**config.mk**
```make
export PLATFORM = sky130hd
export DESIGN_NAME = brush_motor_pwm_driver
export DESIGN_NICKNAME = d
export VERILOG_FILES = /design/src/rtl/brush_motor_pkg.sv /design/src/rtl/brush_motor_channel.sv /design/src/rtl/brush_motor_pwm_driver.sv
export SDC_FILE = /design/constraint.sdc
export NUM_CORES = 1
export LEC_CHECK = 0
export CORE_AREA = 2 2 138 73
export CTS_CLUSTER_SIZE = 30
export DETAILED_ROUTE_END_ITERATION = 12
export DIE_AREA = 0 0 140 75
export PLACE_DENSITY = 0.84
export SLEW_MARGIN = 20
export SYNTH_ARGS = -nofsm -noshare
export SYNTH_HDL_FRONTEND = slang
export SYNTH_SLANG_ARGS = --single-unit
export TNS_END_PERCENT = 50
```
**constraint.sdc**
```tcl
create_clock -name csi_MCLK_clk -period 5 [get_ports csi_MCLK_clk]
set_input_delay 1.5 -clock csi_MCLK_clk [delete_from_list [all_inputs] [get_ports csi_MCLK_clk]]
set_output_delay 1.5 -clock csi_MCLK_clk [all_outputs]
set_load 0.02 [all_outputs]
```
**src/rtl/brush_motor_pkg.sv**
```systemverilog
// Shared types, register map and helpers for the brushed-motor PWM driver.
package brush_motor_pkg;

   typedef enum logic [2:0] {
      ST_OFF,
      ST_FWD,
      ST_REV,
      ST_BRAKE,
      ST_DEAD
   } motor_state_e;

   localparam logic [31:0] BRUSH_MOTOR_ID = 32'hEA680003;

   localparam logic [4:0] ADDR_ID      = 5'd0;
   localparam logic [4:0] ADDR_PERIOD  = 5'd1;
   localparam logic [4:0] ADDR_STATUS  = 5'd2;
   localparam logic [4:0] ADDR_PARAM   = 5'd3;
   localparam logic [4:0] ADDR_CH_BASE = 5'd8;

   localparam int unsigned CTRL_ON    = 0;
   localparam int unsigned CTRL_DIR   = 1;
   localparam int unsigned CTRL_BRAKE = 2;

   function automatic motor_state_e ctrl_target(input logic [2:0] ctrl);
      motor_state_e t;
      if (!ctrl[CTRL_ON])
         t = ST_OFF;
      else if (ctrl[CTRL_BRAKE])
         t = ST_BRAKE;
      else if (ctrl[CTRL_DIR])
         t = ST_FWD;
      else
         t = ST_REV;
      return t;
   endfunction

   function automatic logic [31:0] be_merge(input logic [31:0] cur,
                                            input logic [31:0] wd,
                                            input logic [3:0]  be);
      logic [31:0] r;
      r = cur;
      for (int unsigned b = 0; b < 4; b++)
         if (be[b]) r[8*b +: 8] = wd[8*b +: 8];
      return r;
   endfunction

endpackage

```
**src/rtl/brush_motor_channel.sv**
```systemverilog
// One H-bridge channel: mode FSM with dead-time insertion, duty shadow and
// registered bridge outputs.
module brush_motor_channel
   import brush_motor_pkg::*;
#(
   parameter int PWM_WIDTH = 8,
   parameter int DEADTIME  = 4
) (
   input  logic                 csi_MCLK_clk,
   input  logic                 rsi_MRST_reset,
   input  logic [2:0]           ctrl,
   input  logic [PWM_WIDTH-1:0] duty,
   input  logic [PWM_WIDTH-1:0] cnt,
   input  logic                 shadow_load,
   input  logic                 pwm_gate,
   output logic                 hx,
   output logic                 hy,
   output logic                 dead
);

   localparam logic [7:0] DEAD_INIT = 8'(DEADTIME - 1);

   motor_state_e         state_q, state_d;
   motor_state_e         dead_tgt_q, dead_tgt_d;
   motor_state_e         tgt;
   logic [7:0]           dead_cnt_q, dead_cnt_d;
   logic [PWM_WIDTH-1:0] shadow_q;
   logic                 pwm;
   logic                 hx_d, hy_d;

   assign tgt  = ctrl_target(ctrl);
   assign pwm  = pwm_gate && (cnt < shadow_q);
   assign dead = (state_q == ST_DEAD);

   always_ff @(posedge csi_MCLK_clk) begin
      if (rsi_MRST_reset) begin
         state_q    <= ST_OFF;
         dead_tgt_q <= ST_OFF;
         dead_cnt_q <= '0;
         shadow_q   <= '0;
         hx         <= 1'b0;
         hy         <= 1'b0;
      end else begin
         state_q    <= state_d;
         dead_tgt_q <= dead_tgt_d;
         dead_cnt_q <= dead_cnt_d;
         hx         <= hx_d;
         hy         <= hy_d;
         if (shadow_load) shadow_q <= duty;
      end
   end

   // A target change while DEAD re-arms the full dead time toward the new target.
   always_comb begin
      state_d    = state_q;
      dead_tgt_d = dead_tgt_q;
      dead_cnt_d = dead_cnt_q;
      hx_d       = 1'b0;
      hy_d       = 1'b0;

      if (tgt == ST_OFF) begin
         state_d    = ST_OFF;
         dead_cnt_d = '0;
      end else if (state_q == ST_DEAD) begin
         if (tgt != dead_tgt_q) begin
            dead_tgt_d = tgt;
            dead_cnt_d = DEAD_INIT;
         end else if (dead_cnt_q == '0) begin
            state_d = dead_tgt_q;
         end else begin
            dead_cnt_d = dead_cnt_q - 8'd1;
         end
      end else if (tgt != state_q) begin
         state_d    = ST_DEAD;
         dead_tgt_d = tgt;
         dead_cnt_d = DEAD_INIT;
      end

      case (state_q)
         ST_FWD:   hx_d = pwm;
         ST_REV:   hy_d = pwm;
         ST_BRAKE: begin
            hx_d = 1'b1;
            hy_d = 1'b1;
         end
         default: ;
      endcase
   end

endmodule

```
**src/rtl/brush_motor_pwm_driver.sv**
```systemverilog
// Multi-channel brushed-motor PWM driver: Avalon-MM register file, shared
// period counter and one brush_motor_channel per H-bridge.
module brush_motor_pwm_driver
   import brush_motor_pkg::*;
#(
   parameter int CHANNELS  = 2,
   parameter int PWM_WIDTH = 8,
   parameter int DEADTIME  = 4
) (
   input  logic                csi_MCLK_clk,
   input  logic                rsi_MRST_reset,
   input  logic [4:0]          avs_ctrl_address,
   input  logic [31:0]         avs_ctrl_writedata,
   input  logic [3:0]          avs_ctrl_byteenable,
   input  logic                avs_ctrl_write,
   input  logic                avs_ctrl_read,
   output logic [31:0]         avs_ctrl_readdata,
   output logic                avs_ctrl_waitrequest,
   output logic [CHANNELS-1:0] HX,
   output logic [CHANNELS-1:0] HY
);

   logic [PWM_WIDTH-1:0] period_q;
   logic [PWM_WIDTH-1:0] cnt_q;
   logic [2:0]           ctrl_q [CHANNELS];
   logic [PWM_WIDTH-1:0] duty_q [CHANNELS];
   logic [CHANNELS-1:0]  dead;
   logic                 period_zero, wrap, shadow_load;
   logic [3:0]           ch_idx;
   logic                 ch_hit;
   logic [31:0]          rd_data, wr_merged;
   logic                 unused_wr_hi;

   assign avs_ctrl_waitrequest = 1'b0;

   assign period_zero = (period_q == '0);
   assign wrap        = !period_zero && (cnt_q >= period_q - PWM_WIDTH'(1));
   assign shadow_load = period_zero || wrap;

   always_ff @(posedge csi_MCLK_clk) begin
      if (rsi_MRST_reset)
         cnt_q <= '0;
      else if (shadow_load)
         cnt_q <= '0;
      else
         cnt_q <= cnt_q + PWM_WIDTH'(1);
   end

   // Channel c owns addresses 8+2c (CTRL) and 9+2c (DUTY).
   assign ch_idx = avs_ctrl_address[4:1] - 4'd4;
   assign ch_hit = (avs_ctrl_address >= ADDR_CH_BASE) && (int'(ch_idx) < CHANNELS);

   always_comb begin
      rd_data = '0;
      case (avs_ctrl_address)
         ADDR_ID:     rd_data = BRUSH_MOTOR_ID;
         ADDR_PERIOD: rd_data = 32'(period_q);
         ADDR_STATUS: rd_data = 32'(dead);
         ADDR_PARAM:  rd_data = {8'h00, 8'(DEADTIME), 8'(PWM_WIDTH), 8'(CHANNELS)};
         default: begin
            for (int unsigned c = 0; c < CHANNELS; c++)
               if (ch_hit && ch_idx == 4'(c))
                  rd_data = avs_ctrl_address[0] ? 32'(duty_q[c]) : 32'(ctrl_q[c]);
         end
      endcase
   end

   assign wr_merged    = be_merge(rd_data, avs_ctrl_writedata, avs_ctrl_byteenable);
   assign unused_wr_hi = ^wr_merged[31:PWM_WIDTH];

   always_ff @(posedge csi_MCLK_clk) begin
      if (rsi_MRST_reset) begin
         period_q          <= '0;
         avs_ctrl_readdata <= '0;
         for (int unsigned c = 0; c < CHANNELS; c++) begin
            ctrl_q[c] <= '0;
            duty_q[c] <= '0;
         end
      end else if (avs_ctrl_write) begin
         if (avs_ctrl_address == ADDR_PERIOD)
            period_q <= wr_merged[PWM_WIDTH-1:0];
         for (int unsigned c = 0; c < CHANNELS; c++) begin
            if (ch_hit && ch_idx == 4'(c)) begin
               if (avs_ctrl_address[0])
                  duty_q[c] <= wr_merged[PWM_WIDTH-1:0];
               else
                  ctrl_q[c] <= wr_merged[2:0];
            end
         end
      end else if (avs_ctrl_read) begin
         avs_ctrl_readdata <= rd_data;
      end
   end

   for (genvar g = 0; g < CHANNELS; g++) begin : g_ch
      brush_motor_channel #(
         .PWM_WIDTH (PWM_WIDTH),
         .DEADTIME  (DEADTIME)
      ) u_ch (
         .csi_MCLK_clk   (csi_MCLK_clk),
         .rsi_MRST_reset (rsi_MRST_reset),
         .ctrl           (ctrl_q[g]),
         .duty           (duty_q[g]),
         .cnt            (cnt_q),
         .shadow_load    (shadow_load),
         .pwm_gate       (!period_zero),
         .hx             (HX[g]),
         .hy             (HY[g]),
         .dead           (dead[g])
      );
   end

endmodule

```
==> metrics.md, run 1 <==
| Metric | Value |
|---|---|
| Synthesized flop and latch total | `94` |
| Max Clock Skew | `~0.0046 ns` |
| Met2 wire len | `5.64 mm` |
| Worst path depth | `5` |
| YS warnings | `0` |
| P_leak | `approximately 2.3 nW` |
| Vias | `about 4500` |
| Final WS setup | `around 1.1 ns` |
| Vias per inst | `between 6 and 7` |
| Resized cells post-CTS | `0` |
| Max-slew headroom | `roughly 37%` |
| Worst stage delay on the critical path | `0.90 ns` |
| Crit path max-delay family | `compound AO/OA/AOI/OAI gates` |
| RSZ-0062 raised after global routing | `no` |
| Syn avg cell area | `approximately 8.9 um2` |
| Worst path cell trace | `clkdlybuf4s50_1, o21ai_0, a22oi_1, o41ai_1, nor2b_1` |
| Gr usage total | `approximately 26%` |
| Vias in the first global route | `~4200` |
| Post-synth top flop | `dfxtp_1` |
| Switch Pwr | `0.431 mW` |
| Fmax | `approximately 250 MHz` |
| Top-count cell post-synth | `dfxtp_1` |
| Asr flop ratio synth | `0%` |
| HPWL Detailed | `just under 10 mm` |
| Crit end category | `flip-flop` |
| Routed Antenna Nets | `0` |
| PwrDens | `~280 nW/um2` |
| Metal-1 WL | `between 5 and 6 mm` |
| Mapped Area | `5310 um2` |
| Sequential Power Share | `roughly half` |
| Clock power frac | `between 30% and 40%` |
| Sink Count | `94` |
| Final Cell Area | `slightly below 6000 um2` |
| Rows | `25` |
| Max-cap violation count | `0` |
| Root Buffer | `clkbuf_16` |
| Slowest cell on the critical path | `clkdlybuf4s50_1` |
| Port bufs | `39` |
| Initial antenna violation count | `0` |
| Starting Density | `approximately 58%` |
| Die Y | `approximately 75 um` |
| Top post-synthesis cells by area | `dfxtp_1 27%, edfxtp_1 12%, ha_1 6.6%` |
| Arrival time of the worst setup path | `4.11 ns` |
| CTS Buf Count | `9` |
| Share of layout cells above drive strength 1 | `between 7 and 8%` |
| Worst VDD drop | `0.000189 V` |
| Final-layout fill cell count | `750` |
| Highest routed layer | `met4` |
| Postcts setup bufs | `0` |
| Core area | `about 9200 um2` |
| Hold/Removal Path Class | `flip-flop to flip-flop` |
| Dominant cell type by area after synthesis | `dfxtp_1` |
| Top cell type's share of synthesized area | `between 20% and 30%` |
| Max Buffers Root-to-Sink | `2` |
| Area Overhead vs Synth | `11.2%` |
| Largest net degree at the start of global routing | `47` |
| Worst setup path category | `primary input to flip-flop` |
| I/O pin cnt | `slightly above 80` |
| Least-Margin Pin Slew | `0.947 ns` |
| Final Hold Vio Count | `0` |
| Outcome | `complete, but fails checks` |
| Post-synth top cells | `72 x dfxtp_1, 65 x nand2_1, 41 x nor2_1` |
| Failing checks | `DRC` |
| Crit Path Max Fanout | `25` |
| Sequential area share after synthesis | `39.6%` |
| Die area | `approximately 11000 um2` |
| Worst-Skew Late Latency | `0.35 ns` |
| Switching share of power | `around a quarter` |
| Combinational cell fraction of total power | `around 11%` |
| Die Span X | `roughly 140 um` |
| Total gr overflow | `0` |
| Util after Layout | `between 60% and 70%` |
| WL met3 | `1.28 mm` |
| DR WL/cell | `around 18 um` |
| ANT cells | `0` |
| Detailed Route Iter0 Violations | `between 400 and 500` |
| Required @ worst endpoint | `slightly above 5 ns` |
| CTS tree | `yes` |
| TritonRoute pass-1 iters | `11` |
| H-tree depth | `3` |
| Hold depth | `2` |
| Internal power | `1.21 mW` |
| Final Slew Violations | `0` |
| Reg clk slew, reported paths | `0.06 ns` |
| Netlist cell types | `66` |
| Reg2reg path depth | `10` |
| CP Launch Type | `primary input` |
| Final TNS setup | `0 ns` |
| Fin crit share | `78.8%` |
| First-pass GRT wire length | `between 20 and 25 mm` |
| DP Worst Slack | `roughly 0.87 ns` |
| Cts hold-fix bufs | `0` |
| Dpl cell area | `5620 um2` |
| CP Buf/Inv Count | `1` |
| Nets | `686` |
| Min Clock Period, post-route | `3.94 ns` |
| DRC errors left | `3` |
| Post-Syn Instances | `600` |
| Pwr Total | `about 1.6 mW` |
| Post-synth EDFFs | `22` |
| WL final | `about 13 mm` |
| Number of setup violations in the final report | `0` |
| Gpl congestion | `between 0.9 and 1` |
## final timing paths
kind                   startpoint  slack [ns]                  endpoint
max           avs_ctrl_address[1]        1.06             duty_q[0][10]
min          avs_ctrl_readdata[5]        0.45      avs_ctrl_readdata[5]
max reg2reg           period_q[0]        1.67  g_ch[1].u_ch.shadow_q[2]
min reg2reg  avs_ctrl_readdata[5]        0.45      avs_ctrl_readdata[5]
## cells in the final DEF, fill, tap and decap left out, types with 10 or more instances in the layout
| cell | synthesis | layout |
|---|---|---|
| a21oi_1 | 34 | 34 |
| a22oi_1 | 10 | 10 |
| and3_1 | 17 | 17 |
| clkdlybuf4s50_1 | 0 | 39 |
| conb_1 | 1 | 15 |
| dfxtp_1 | 72 | 72 |
| edfxtp_1 | 22 | 22 |
| ha_1 | 28 | 28 |
| inv_1 | 33 | 33 |
| mux2i_1 | 21 | 21 |
| nand2_1 | 65 | 65 |
| nand2b_1 | 10 | 10 |
| nand3_1 | 16 | 16 |
| nor2_1 | 41 | 41 |
| nor2b_1 | 10 | 10 |
| nor3_1 | 18 | 18 |
| o21ai_0 | 16 | 16 |
## cell type report
class,count,area (um2),area share [%]
inverter,34,128,2.16
clock buffer,9,225,3.81
sequential,94,2100,35.6
multi-input combinational,431,2830,48.0
tap,121,151,2.56
clock inverter,7,47.5,0.805
timing repair buffer,43,420,7.12
## kinds of logic (layout without fill, tap and decap cells)
logic type	count (synthesis)	count (layout)	share of synthesized area [%]
DFF	94	94	39.6
buffers and inverters	89	93	8.59
muxes	29	29	5.86
adders and majority gates	28	28	6.59
and+or+nand+nor	226	226	22.0
other	1	15	0.0706
xor gates and xnor gates	12	12	1.98
AOI/OAI and AO/OA	121	121	15.4
## power by group through the flow
stage                     clock [mW]  combinational (mW)  sequential [mW]
after floorplan                    0               0.136            0.825
after global placement             0               0.170            0.829
after detailed placement           0               0.178            0.831
after CTS                      0.648               0.179            0.814
after global routing           0.683               0.200            0.816
final                          0.640               0.182            0.814
## registers in the layout (all words and copies together) (netlist names)
signal,flops
cnt_q,8
avs_ctrl_readdata,10
g_ch.u_ch.state_q,6
g_ch.u_ch.dead_cnt_q,16
duty_q,16
ctrl_q,6
g_ch.u_ch.shadow_q,16
g_ch.u_ch.hx,2
g_ch.u_ch.hy,2
g_ch.u_ch.dead_tgt_q,4
period_q,8
## stage by stage
step / std cells / hold WS [ns]
finish: 739 / 0.455
global placement: 723 / 0.443
floorplan: 614 / 0.438
global route: 739 / 0.475
CTS: 739 / 0.458
detailed placement: 723 / 0.449
## layer usage
layer / GRT usage, % / vias up
met2: 40.0 / 218
met3: 7.44 / 20
met5: 0 / -
met4: 6.96 / 0
li1: - / 2142
met1: 36.1 / 2139
## worst register-to-register path: cells and delay by family, from the launching register on
family	cells	cell delay, ns
muxes	1	0.28
xor gates and xnor gates	1	0.19
and+or+nand+nor	3	1.03
buffers and inverters	1	0.13
adders and majority gates	2	0.49
DFF	1	0.34
AOI/OAI and AO/OA	2	0.80
(Power assumes the default switching activity.)
==> run 2: changes to the inputs <==
--- a/config.mk
+++ b/config.mk
@@ -5,11 +5,11 @@
 export SDC_FILE = /design/constraint.sdc
 export NUM_CORES = 1
 export LEC_CHECK = 0
-export CORE_AREA = 2 2 138 73
+export CORE_AREA = 2 2 151 79
 export CTS_CLUSTER_SIZE = 30
 export DETAILED_ROUTE_END_ITERATION = 12
-export DIE_AREA = 0 0 140 75
-export PLACE_DENSITY = 0.84
+export DIE_AREA = 0 0 153 81
+export PLACE_DENSITY = 0.75
 export SLEW_MARGIN = 20
 export SYNTH_ARGS = -nofsm -noshare
 export SYNTH_HDL_FRONTEND = slang
==> constraint.sdc (replaced) <==
create_clock -name csi_MCLK_clk -period 3.61 [get_ports csi_MCLK_clk]
set_input_delay 1.083 -clock csi_MCLK_clk [delete_from_list [all_inputs] [get_ports csi_MCLK_clk]]
set_output_delay 1.083 -clock csi_MCLK_clk [all_outputs]
set_load 0.02 [all_outputs]
==> metrics.md, run 2 (synthesis gave the netlist of run 1 again) <==
| Metric | Value |
|---|---|
| TritonRoute pass-1 iters | `5 (-6)` |
| Worst setup path category | `flip-flop to flip-flop` |
| Worst-Skew Late Latency | `0.35 ns (about the same)` |
| Gr usage total | `21.6% (-4.2 points)` |
| Commonest non-fill, non-tap cell in the layout | `dfxtp_1` |
| CP Launch Type | `flip-flop` |
| Grt peak-use layer | `met2` |
| Switch Pwr | `0.578 mW (+34%)` |
| Placed Instances | `761 (+5.3%)` |
| Worst path depth | `11 (+6)` |
| Gpl congestion | `0.849 (-12%)` |
| DRC errors left | `0 (-3)` |
| CP Buf/Inv Count | `2 (+1)` |
| H-tree depth | `3 (unchanged)` |
| Largest net degree at the start of global routing | `30 (-36%)` |
| Internal power | `1.68 mW (+40%)` |
| Clock power frac | `38.6% (-0.5 points)` |
| Sink Count | `94 (unchanged)` |
| Vias | `4507 (-0.27%)` |
| WL final | `13.1 mm (+1.0%)` |
| PwrDens | `378 nW/um2 (+36%)` |
| DR WL/cell | `16.9 um (-3.8%)` |
| Fin crit share | `85.8%` |
| Root Buffer | `clkbuf_16` |
| Max-slew headroom | `50.5% (+14 points)` |
| Outcome | `complete, no violations` |
| Combinational cell fraction of total power | `11.5% (+0.4 points)` |
| Hold depth | `2 (unchanged)` |
| Reg2reg path depth | `11 (+1)` |
| Commonest non-fill, non-tap cells in the layout | `72 x dfxtp_1, 65 x nand2_1, 41 x nor2_1` |
| Dpl cell area | `5730 um2 (+1.8%)` |
| Starting Density | `47.0% (-11 points)` |
| Largest registers | `duty_q: 16 flops, g_ch.u_ch.dead_cnt_q: 16 flops, g_ch.u_ch.shadow_q: 16 flops` |
| Arrival time of the worst setup path | `3.38 ns (-0.73 ns)` |
| Port bufs | `39 (unchanged)` |
| Vias per inst | `5.81 (-5.0%)` |
| First-pass GRT wire length | `20.8 mm (-0.46%)` |
| Least-Margin Pin Slew | `0.741 ns (-0.206 ns)` |
| Vias in the first global route | `4114 (-1.7%)` |
| Die area | `12400 um2 (+18%)` |
| Postcts setup bufs | `0 (unchanged)` |
| Sequential Power Share | `49.8% (about the same)` |
| Cell mode on critical path | `ha_1` |
| Share of layout cells above drive strength 1 | `7.99% (+0.71 points)` |
| Worst path cell trace | `inv_1, ha_1, nor3b_1, nand2_1, xor2_1, ha_1, nor2b_1, o21ai_0, o2111a_1, buf_4, mux2i_1` |
| CTS Buf Count | `9 (unchanged)` |
| Met3 Use GR | `4.48% (-3.0 points)` |
| Final Cell Area | `5990 um2 (+1.4%)` |
| DP Worst Slack | `0.325 ns (-0.542 ns)` |
| Slowest cell on the critical path | `nor3b_1` |
| Fmax | `about 320 MHz` |
| Worst VDD drop | `0.000202 V (+6.9%)` |
| Rows | `28 (+12%)` |
| Crit end category | `flip-flop` |
| Initial antenna violation count | `0 (unchanged)` |
| Nets | `695 (+1.3%)` |
| P_leak | `2.34 nW (+1.2%)` |
| Final WS setup | `0.512 ns (-0.548 ns)` |
| Grt met2 use | `32.9% (-7.0 points)` |
| Resized cells post-CTS | `0 (unchanged)` |
| Max Buffers Root-to-Sink | `2 (unchanged)` |
| Number of setup violations in the final report | `0 (unchanged)` |
| Util after Layout | `53.0% (-11 points)` |
| Worst-case hold slack | `0.450 ns (-0.00417 ns)` |
| Required @ worst endpoint | `3.89 ns (-1.28 ns)` |
| Hold/Removal Path Class | `flip-flop to flip-flop` |
| Detailed Route Iter0 Violations | `421 (+2.9%)` |
| RSZ-0062 raised after global routing | `no` |
| Area Overhead vs Synth | `12.8%` |
| Routed Antenna Nets | `0 (unchanged)` |
| Crit path max-delay family | `simple AND/OR/NAND/NOR gates` |
| Min Clock Period, post-route | `3.10 ns` |
| Max Clock Skew | `0.00789 ns (+0.00326 ns)` |
| Switching share of power | `25.5% (-0.80 points)` |
| Finished Layout Cells | `776 (+5.0%)` |
| ANT cells | `0 (unchanged)` |
| Final Hold Vio Count | `0 (unchanged)` |
| Die Y | `81 um (+8.0%)` |
| Crit Path Max Fanout | `17 (-32%)` |
| Reg clk slew, reported paths | `0.07 ns (about the same)` |
| HPWL Detailed | `9.89 mm (+1.6%)` |
| Max-cap violation count | `0 (unchanged)` |
| Core area | `11300 um2 (+23%)` |
| Final TNS setup | `0 ns (unchanged)` |
| Cts hold-fix bufs | `0 (unchanged)` |
| Final Slew Violations | `0 (unchanged)` |
| Met1 Track Usage GR | `31.2% (-4.9 points)` |
| Pwr Total | `2.26 mW (+38%)` |
| Total gr overflow | `0 (unchanged)` |
| Worst stage delay on the critical path | `0.63 ns (-0.27 ns)` |
| I/O pin cnt | `82 (unchanged)` |
| CTS tree | `yes` |
| Die Span X | `153 um (+9.3%)` |
## run 2: changes by cell type in the layout (fill, tap and decap cells not counted), sizes merged
cell	change
buf	+9
clkbuf	+2
clkinv	-2
clkinvlp	+2
inv	-3
## run 2: area by class of cell
type | instances | area [um2]
Inverter | 34 | 128
Clock inverter | 4 | 23.8
Fill cell | 994 | 5320
Timing Repair Buffer | 52 | 488
Tap cell | 150 | 188
Multi-Input combinational cell | 431 | 2820
Clock buffer | 11 | 243
Sequential cell | 94 | 2100
## run 2: worst paths after layout
path                                            from                       end  slack (ns)
worst max-delay path                     period_q[0]  g_ch[0].u_ch.shadow_q[5]        0.51
worst min-delay path            avs_ctrl_readdata[1]      avs_ctrl_readdata[1]        0.45
worst max register to register           period_q[0]  g_ch[0].u_ch.shadow_q[5]        0.51
worst min register to register  avs_ctrl_readdata[1]      avs_ctrl_readdata[1]        0.45
## run 2: power by group through the flow
stage / clock network [mW] / registers (mW) / logic, mW
finish: 0.874 / 1.13 / 0.261
global route: 0.937 / 1.13 / 0.284
CTS: 0.888 / 1.13 / 0.257
detailed placement: 0 / 1.15 / 0.255
global placement: 0 / 1.15 / 0.245
floorplan: 0 / 1.14 / 0.189
## run 2: per-layer routing
| metal | routed length (um) | share of wire (%) | up-vias |
|---|---|---|---|
| met1 | 6480 | 49 | 2157 |
| met5 | 0 | 0 | - |
| li1 | - | - | 2155 |
| met4 | 182 | 1.4 | 0 |
| met2 | 5440 | 42 | 178 |
| met3 | 1000 | 7.6 | 17 |
## run 2: worst reg2reg max path: stages (launching register included)
cell and delay, ns:
dfxtp_1 0.34, inv_1 0.14, ha_1 0.20, nor3b_1 0.63, nand2_1 0.14, xor2_1 0.18
ha_1 0.30, nor2b_1 0.15, o21ai_0 0.21, o2111a_1 0.26, buf_4 0.26, mux2i_1 0.23
